--- src/rtl/ifu_pkg.sv ---
// Shared constants and types for the instruction fetch unit and its skid FIFO.
package ifu_pkg;

  localparam logic [31:0] NOP_INSTR = 32'h0000_0013;

  typedef enum logic [1:0] {
    BOOT = 2'd0,
    RUN  = 2'd1,
    LOAD = 2'd2
  } ifu_state_t;

  typedef struct packed {
    logic [31:0] pc;
    logic [31:0] instr;
  } fifo_entry_t;

  function automatic logic [31:0] align_pc(input logic [31:0] pc);
    return {pc[31:2], 2'b00};
  endfunction

endpackage

--- src/rtl/ifu_if.sv ---
// Fetch-to-decode handshake: the fetch unit drives the master side, decode the slave side.
interface ifu_if;

  logic        out_valid;
  logic        out_ready;
  logic [31:0] out_instr;
  logic [31:0] out_pc;

  modport master (
    output out_valid,
    output out_instr,
    output out_pc,
    input  out_ready
  );

  modport slave (
    input  out_valid,
    input  out_instr,
    input  out_pc,
    output out_ready
  );

endinterface

--- src/rtl/ifu_skid_fifo.sv ---
// Skid FIFO between the BRAM read port and decode; an entry pushed into an empty FIFO
// is visible at the head in the same cycle so fetch latency stays at two cycles.
module ifu_skid_fifo
  import ifu_pkg::*;
#(
  parameter  int DEPTH = 2,
  localparam int PTR_W = $clog2(DEPTH),
  localparam int CNT_W = $clog2(DEPTH + 1)
) (
  input  logic              clk,
  input  logic              rst_n,
  input  logic              push,
  input  fifo_entry_t       push_data,
  input  logic              pop,
  input  logic              flush,
  output logic [CNT_W-1:0]  count,
  output logic              head_valid,
  output fifo_entry_t       head
);

  fifo_entry_t      mem [DEPTH];
  logic [PTR_W-1:0] rd_ptr_reg;
  logic [PTR_W-1:0] wr_ptr_reg;
  logic [CNT_W-1:0] count_reg;
  logic             empty;
  logic             wr_en;
  logic             rd_en;

  function automatic logic [PTR_W-1:0] ptr_inc(input logic [PTR_W-1:0] p);
    return (p == PTR_W'(DEPTH - 1)) ? '0 : p + 1'b1;
  endfunction

  assign empty      = (count_reg == '0);
  assign rd_en      = pop && !empty;
  // Push and pop on an empty FIFO: the entry is consumed straight from the input.
  assign wr_en      = push && !(pop && empty);
  assign head_valid = !empty || push;
  assign head       = empty ? push_data : mem[rd_ptr_reg];
  assign count      = count_reg;

  always_ff @(posedge clk) begin
    if (!rst_n || flush) begin
      rd_ptr_reg <= '0;
      wr_ptr_reg <= '0;
      count_reg  <= '0;
    end else begin
      if (wr_en) wr_ptr_reg <= ptr_inc(wr_ptr_reg);
      if (rd_en) rd_ptr_reg <= ptr_inc(rd_ptr_reg);
      case ({wr_en, rd_en})
        2'b10:   count_reg <= count_reg + 1'b1;
        2'b01:   count_reg <= count_reg - 1'b1;
        default: count_reg <= count_reg;
      endcase
    end
  end

  always_ff @(posedge clk) begin
    if (wr_en) mem[wr_ptr_reg] <= push_data;
  end

  a_no_overflow: assert property (@(posedge clk) disable iff (!rst_n)
    !(wr_en && !rd_en && !flush && count_reg == CNT_W'(DEPTH)));

endmodule

--- src/rtl/instruction_fetch_unit.sv ---
// PC generation, BRAM fetch with credit-based issue, redirect/flush and program-load mode.
// Optional IFU_PERF_CNT_EN adds saturating fetched/stall performance counters.
module instruction_fetch_unit
  import ifu_pkg::*;
#(
  parameter logic [31:0] RESET_PC  = 32'h0000_0000,
  parameter int          ADDR_W    = 10,
  parameter int          BUF_DEPTH = 2
) (
  input  logic              clk,
  input  logic              rst_n,
  input  logic              redirect_en,
  input  logic [31:0]       redirect_pc,
  ifu_if.master             dec,
  input  logic              prog_en,
  input  logic              prog_we,
  input  logic [ADDR_W-1:0] prog_addr,
  input  logic [31:0]       prog_data,
  output logic              imem_we,
  output logic [ADDR_W-1:0] imem_addr,
  output logic [31:0]       imem_wdata,
  input  logic [31:0]       imem_rdata
`ifdef IFU_PERF_CNT_EN
  ,
  output logic [31:0]       perf_fetched,
  output logic [31:0]       perf_stall
`endif
);

  localparam int CNT_W = $clog2(BUF_DEPTH + 1);

  ifu_state_t       state_reg;
  ifu_state_t       state_next;
  logic [31:0]      fetch_pc_reg;
  logic [31:0]      fetch_pc_next;
  logic [31:0]      tag_pc_reg;
  logic             inflight_reg;
  logic             issue;
  logic             flush;
  logic             pop;
  logic [CNT_W-1:0] fifo_count;
  logic [CNT_W:0]   occupancy;
  logic             fifo_valid;
  fifo_entry_t      fifo_head;
  fifo_entry_t      push_entry;

  // Any redirect or load entry in RUN, and every LOAD cycle, drops queued and in-flight data.
  assign flush = ((state_reg == RUN) && (prog_en || redirect_en)) || (state_reg == LOAD);
  assign pop   = fifo_valid && dec.out_ready;

  // Slots committed after this cycle's pop; issuing is allowed only while a slot is free.
  assign occupancy = {1'b0, fifo_count} + {{CNT_W{1'b0}}, inflight_reg} - {{CNT_W{1'b0}}, pop};

  always_comb begin
    state_next    = state_reg;
    fetch_pc_next = fetch_pc_reg;
    issue         = 1'b0;
    unique case (state_reg)
      BOOT: begin
        state_next = prog_en ? LOAD : RUN;
      end
      RUN: begin
        if (prog_en) begin
          state_next = LOAD;
        end else if (redirect_en) begin
          fetch_pc_next = align_pc(redirect_pc);
        end else if (occupancy < (CNT_W + 1)'(BUF_DEPTH)) begin
          issue         = 1'b1;
          fetch_pc_next = fetch_pc_reg + 32'd4;
        end
      end
      LOAD: begin
        fetch_pc_next = RESET_PC;
        if (!prog_en) state_next = BOOT;
      end
      default: begin
        state_next    = BOOT;
        fetch_pc_next = RESET_PC;
      end
    endcase
  end

  always_ff @(posedge clk) begin
    if (!rst_n) begin
      state_reg    <= BOOT;
      fetch_pc_reg <= RESET_PC;
      tag_pc_reg   <= RESET_PC;
      inflight_reg <= 1'b0;
    end else begin
      state_reg    <= state_next;
      fetch_pc_reg <= fetch_pc_next;
      inflight_reg <= issue;
      if (issue) tag_pc_reg <= fetch_pc_reg;
    end
  end

  assign push_entry = '{pc: tag_pc_reg, instr: imem_rdata};

  ifu_skid_fifo #(
    .DEPTH (BUF_DEPTH)
  ) u_skid_fifo (
    .clk        (clk),
    .rst_n      (rst_n),
    .push       (inflight_reg),
    .push_data  (push_entry),
    .pop        (pop),
    .flush      (flush),
    .count      (fifo_count),
    .head_valid (fifo_valid),
    .head       (fifo_head)
  );

  assign dec.out_valid = fifo_valid;
  assign dec.out_instr = fifo_valid ? fifo_head.instr : NOP_INSTR;
  assign dec.out_pc    = fifo_valid ? fifo_head.pc : 32'h0;

  always_comb begin
    imem_we    = 1'b0;
    imem_wdata = 32'h0;
    imem_addr  = fetch_pc_reg[ADDR_W+1:2];
    if (state_reg == LOAD) begin
      imem_we    = prog_we;
      imem_wdata = prog_data;
      imem_addr  = prog_addr;
    end
  end

`ifdef IFU_PERF_CNT_EN
  logic [31:0] perf_fetched_reg;
  logic [31:0] perf_stall_reg;

  always_ff @(posedge clk) begin
    if (!rst_n) begin
      perf_fetched_reg <= 32'h0;
      perf_stall_reg   <= 32'h0;
    end else if (state_reg != LOAD) begin
      if (pop && (perf_fetched_reg != 32'hFFFF_FFFF))
        perf_fetched_reg <= perf_fetched_reg + 32'd1;
      if (fifo_valid && !dec.out_ready && (perf_stall_reg != 32'hFFFF_FFFF))
        perf_stall_reg <= perf_stall_reg + 32'd1;
    end
  end

  assign perf_fetched = perf_fetched_reg;
  assign perf_stall   = perf_stall_reg;
`endif

endmodule
--- src/flat_wrapper.sv ---
// flat-port wrapper written by rule: the top's interface ports become plain ports
module instruction_fetch_unit_flat import ifu_pkg::*;
#(
  parameter logic [31:0] RESET_PC  = 32'h0000_0000,
  parameter int          ADDR_W    = 10,
  parameter int          BUF_DEPTH = 2
)
  (clk, rst_n, redirect_en, redirect_pc, prog_en, prog_we, prog_addr, prog_data, imem_we, imem_addr, imem_wdata, imem_rdata, dec_out_valid, dec_out_instr, dec_out_pc, dec_out_ready);
  ifu_if dec_i ();
  input  logic clk;
  input  logic rst_n;
  input  logic redirect_en;
  input  logic [31:0] redirect_pc;
  input  logic prog_en;
  input  logic prog_we;
  input  logic [ADDR_W-1:0] prog_addr;
  input  logic [31:0] prog_data;
  output logic imem_we;
  output logic [ADDR_W-1:0] imem_addr;
  output logic [31:0] imem_wdata;
  input  logic [31:0] imem_rdata;
  output wire logic [$bits(dec_i.out_valid)-1:0] dec_out_valid;
  output wire logic [$bits(dec_i.out_instr)-1:0] dec_out_instr;
  output wire logic [$bits(dec_i.out_pc)-1:0] dec_out_pc;
  input wire logic [$bits(dec_i.out_ready)-1:0] dec_out_ready;
  assign dec_out_valid = dec_i.out_valid;
  assign dec_out_instr = dec_i.out_instr;
  assign dec_out_pc = dec_i.out_pc;
  assign dec_i.out_ready = dec_out_ready;
  instruction_fetch_unit #(.RESET_PC(RESET_PC), .ADDR_W(ADDR_W), .BUF_DEPTH(BUF_DEPTH)) u_core (.clk(clk), .rst_n(rst_n), .redirect_en(redirect_en), .redirect_pc(redirect_pc), .dec(dec_i), .prog_en(prog_en), .prog_we(prog_we), .prog_addr(prog_addr), .prog_data(prog_data), .imem_we(imem_we), .imem_addr(imem_addr), .imem_wdata(imem_wdata), .imem_rdata(imem_rdata));
endmodule
--- config.mk ---
export PLATFORM = sky130hd
export DESIGN_NAME = instruction_fetch_unit_flat
export DESIGN_NICKNAME = d
export VERILOG_FILES = /design/src/rtl/ifu_pkg.sv /design/src/rtl/ifu_if.sv /design/src/rtl/ifu_skid_fifo.sv /design/src/rtl/instruction_fetch_unit.sv /design/src/flat_wrapper.sv
export SDC_FILE = /design/constraint.sdc
export NUM_CORES = 1
export LEC_CHECK = 0
export CAP_MARGIN = 20
export CORE_MARGIN = 1
export CORE_UTILIZATION = 40
export DETAILED_ROUTE_END_ITERATION = 7
export PLACE_DENSITY = 0.73
export SLEW_MARGIN = 0
export SYNTH_ARGS = -nofsm -noshare
export SYNTH_HDL_FRONTEND = slang
export SYNTH_SLANG_ARGS = --single-unit
--- constraint.sdc ---
create_clock -name clk -period 6.25 [get_ports clk]
set_input_delay 1.5625 -clock clk [delete_from_list [all_inputs] [get_ports clk]]
set_output_delay 1.5625 -clock clk [all_outputs]
set_load 0.02 [all_outputs]
==> impl_results.md <==
* Status: finished, final reports clean
* Longest Clk Path Bufs at 2
* Rel. slew slack at 39.8%
* Setup Crit Path Kind: reg -> out
* Setup TNS at 0 ns
* Clock Sinks at 192
* Pin count of the biggest net entering global routing at 99
* DR iter-0 viols at 494
* GPL Wtd Cong at 0.895
* TritonCTS clock tree: yes
* Buf/Inv on CP at 2
* Seq pwr share at 51.9%
* Clk slew on worst S/H paths at 0.06 ns
* Detailed Routing Iterations Pass 1 at 5
* Fillers at 1,833
* Comb pwr share at 7.8%
* Leakage at 0.00376 uW
* Worst Setup End Kind: output pin
* Internal Power at 2070 uW
* IO Count at 220
* F_max at 214 MHz
* P_sw at 548 uW
* Wire per inst at 16.1 um
* Primary FF master, synth: edfxtp_1
* Overall power at 2620 uW
* Gr usage total at 18.8%
* Power per Cell Area at 223 nW/um^2
* Synth Instances at 829
* Area Overhead vs Synth at 33.3%
* Footprint of the multi-input gates at 3450 sq um
* Slew Limit Fails at 0
* Register area at 5090 sq um
* Clk_lat worst skew at 0.43 ns
* Largest register FFs at 124
* Post-synth EDFFs at 124
* Hold_buf cts at 0
* CP required at 4.69 ns
* Fin util at 55.2%
* VDD IR max at 146 uV
* Max FO, Critical Path at 98
* CP top delay family: buffers and inverters
* Root Driver: clkbuf_16
* Final wirelength at 21.0 mm
* Mean post-synth cell area at 10.6 sq um
* Num CTS Buffers at 17
* Critical path arrival at 3.11 ns
* Die width at 150 um
* Remaining routing DRC violations at 0
* PortBufs at 215
* Final Skew at 0.0156 ns
* Core area at 21,300 sq um
* Dpl hpwl at 14.0 mm
* Critical Path Slowest Stage Cell: buf_4
* Switching Share at 20.9%
* Vias in the first global route at 6,381
* HP Class: reg -> reg
* Share of layout cells above drive strength 1 at 6.14%
* Setup-failing EPs final at 0
* Initial Util at 41.4%
* First-pass GRT wire length at 32.9 mm
* Vias per cell at 5.29
* Netlist Area Pre-Place at 8810 sq um
* Postcts setup bufs at 0
* Sequential fraction of the synthesis area at 57.7%
* H-tree Lvls at 4
* Cts repair resizes at 0
* Final Hold Viols at 0
* Vias post-DR at 6,880
* RSZ-0062 raised after global routing: false
* Antenna cells at 0
* Synthesized flop and latch total at 192
* Layout net count at 1,129
* Critical-path cell list: nor2_4 -> buf_4 -> nand3_1 -> o21ai_0 -> clkdlybuf4s50_1
* Die ar. at 22,600 sq um
* Synth warn at 0
* Max Cap Viol at 0
* Die H at 150 um
* Worst slew pin tran at 0.904 ns
* Cell variety after synth at 60
* Hold Slack at 0.485 ns
* # rows at 53
* Initial antenna violation count at 0
* Clk pwr share at 40.3%
* Fin area at 11,700 sq um
* Commonest non-fill, non-tap cell in the layout: clkdlybuf4s50_1
* Post-Place Cell Area at 11,200 sq um
* Grt ovf at 0
* CP peak stage delay at 0.79 ns
* Post-synth ARST share at 0%
* Routed Antenna Nets at 0
* Final Critical Period at 4.67 ns
* Fin crit share at 74.8%
* Setup crit start kind: flip-flop
* Most frequent cells in the layout: clkdlybuf4s50_1 (215), edfxtp_1 (124), nand2_1 (97)
[cell type report]
| type | instances | share of cell area, % |
|---|---|---|
| tap | 275 | 2.93 |
| sequential | 192 | 43.4 |
| multi-input combinational | 565 | 29.4 |
| clock inverter | 8 | 0.639 |
| clock buffer | 24 | 4.29 |
| inverter | 11 | 0.352 |
| timing repair buffer | 226 | 19.0 |
[cell usage after synthesis, types with 2 or more instances]
| library cell | count | area, sq um |
|---|---|---|
| a31oi_1 | 7 | 43.8 |
| nor2_1 | 27 | 101 |
| dfxtp_1 | 68 | 1360 |
| mux2_2 | 10 | 113 |
| o211ai_1 | 3 | 22.5 |
| nand4_1 | 12 | 75.1 |
| and3_1 | 3 | 18.8 |
| a41oi_1 | 2 | 17.5 |
| nor2b_1 | 8 | 50.1 |
| nor4_1 | 2 | 12.5 |
| and3_2 | 2 | 15.0 |
| o31ai_1 | 3 | 22.5 |
| buf_2 | 6 | 30.0 |
| a22oi_1 | 8 | 60.1 |
| o21ai_0 | 75 | 375 |
| a211oi_1 | 4 | 30.0 |
| nor3_1 | 7 | 35.0 |
| clkbuf_1 | 45 | 169 |
| and4_1 | 4 | 35.0 |
| ha_1 | 3 | 37.5 |
| a21oi_1 | 53 | 265 |
| o22ai_1 | 9 | 56.3 |
| mux2i_1 | 60 | 601 |
| nor3b_1 | 2 | 15.0 |
| and2_1 | 41 | 257 |
| a211o_1 | 3 | 26.3 |
| nand2b_1 | 5 | 31.3 |
| a32o_1 | 2 | 20.0 |
| o31a_1 | 5 | 43.8 |
| nand2_1 | 97 | 364 |
| buf_4 | 3 | 22.5 |
| xor2_1 | 5 | 43.8 |
| o2bb2ai_1 | 2 | 17.5 |
| clkbuf_2 | 2 | 10.0 |
| edfxtp_1 | 124 | 3720 |
| nand3_1 | 73 | 365 |
| inv_1 | 11 | 41.3 |
| buf_1 | 6 | 22.5 |
| xnor2_1 | 6 | 52.6 |
[power by group through the flow]
stage	registers (uW)	clock network (uW)	logic (uW)
finish	1360	1050	205
global route	1360	1130	220
CTS	1360	1080	205
detailed placement	1390	0	205
global placement	1390	0	203
floorplan	1380	0	86.5
[cells by family after synthesis]
group	synth area share, %
and+or+nand+nor	16.7
DFF	57.7
AOI/OAI and AO/OA	12.4
buffers and inverters	3.35
muxes	8.10
xor gates and xnor gates	1.09
adders and majority gates	0.653
other	0.0426
[per-stage QoR]
stage               cells  setup WS [ns]
global placement     1269           1.44
CTS                  1301           1.52
global route         1301           1.33
detailed placement   1269           1.40
floorplan             830           1.45
finish               1301           1.58
[routing by layer]
layer | wire length, um | global-route usage [%]
met3 | 1500 | 4.03
met2 | 9580 | 29.3
met1 | 9730 | 26.1
met5 | 0 | 0
met4 | 199 | 5.30
[worst register-to-register path, stage by stage (launching register included)]
cell	delay, ns
dfxtp_1	0.37
nor2_4	0.51
nand2_1	0.21
and2_1	0.21
ha_1	0.25
nand2b_1	0.15
fa_1	0.39
xnor2_1	0.42
nand4_1	0.60
nor2_1	0.22
or4b_1	0.45
o211ai_1	0.09
[path summary, 6_finish.rpt]
kind,from,depth (start not counted),endpoint,slack (ns)
worst max register to register,u_core.u_skid_fifo.count[0]$_SDFFE_PP0P_,11,u_core.fetch_pc_reg[26]$_SDFFE_PN0P_,2.30
worst min register to register,u_core.tag_pc_reg[29]$_SDFFE_PN0P_,0,u_core.u_skid_fifo.mem[1][61]$_DFFE_PP_,0.48
worst min-delay path,u_core.tag_pc_reg[29]$_SDFFE_PN0P_,0,u_core.u_skid_fifo.mem[1][61]$_DFFE_PP_,0.48
worst max-delay path,u_core.u_skid_fifo.count[0]$_SDFFE_PP0P_,5,dec_out_pc[19],1.58
Note: power is estimated with default switching activity, not from simulation.
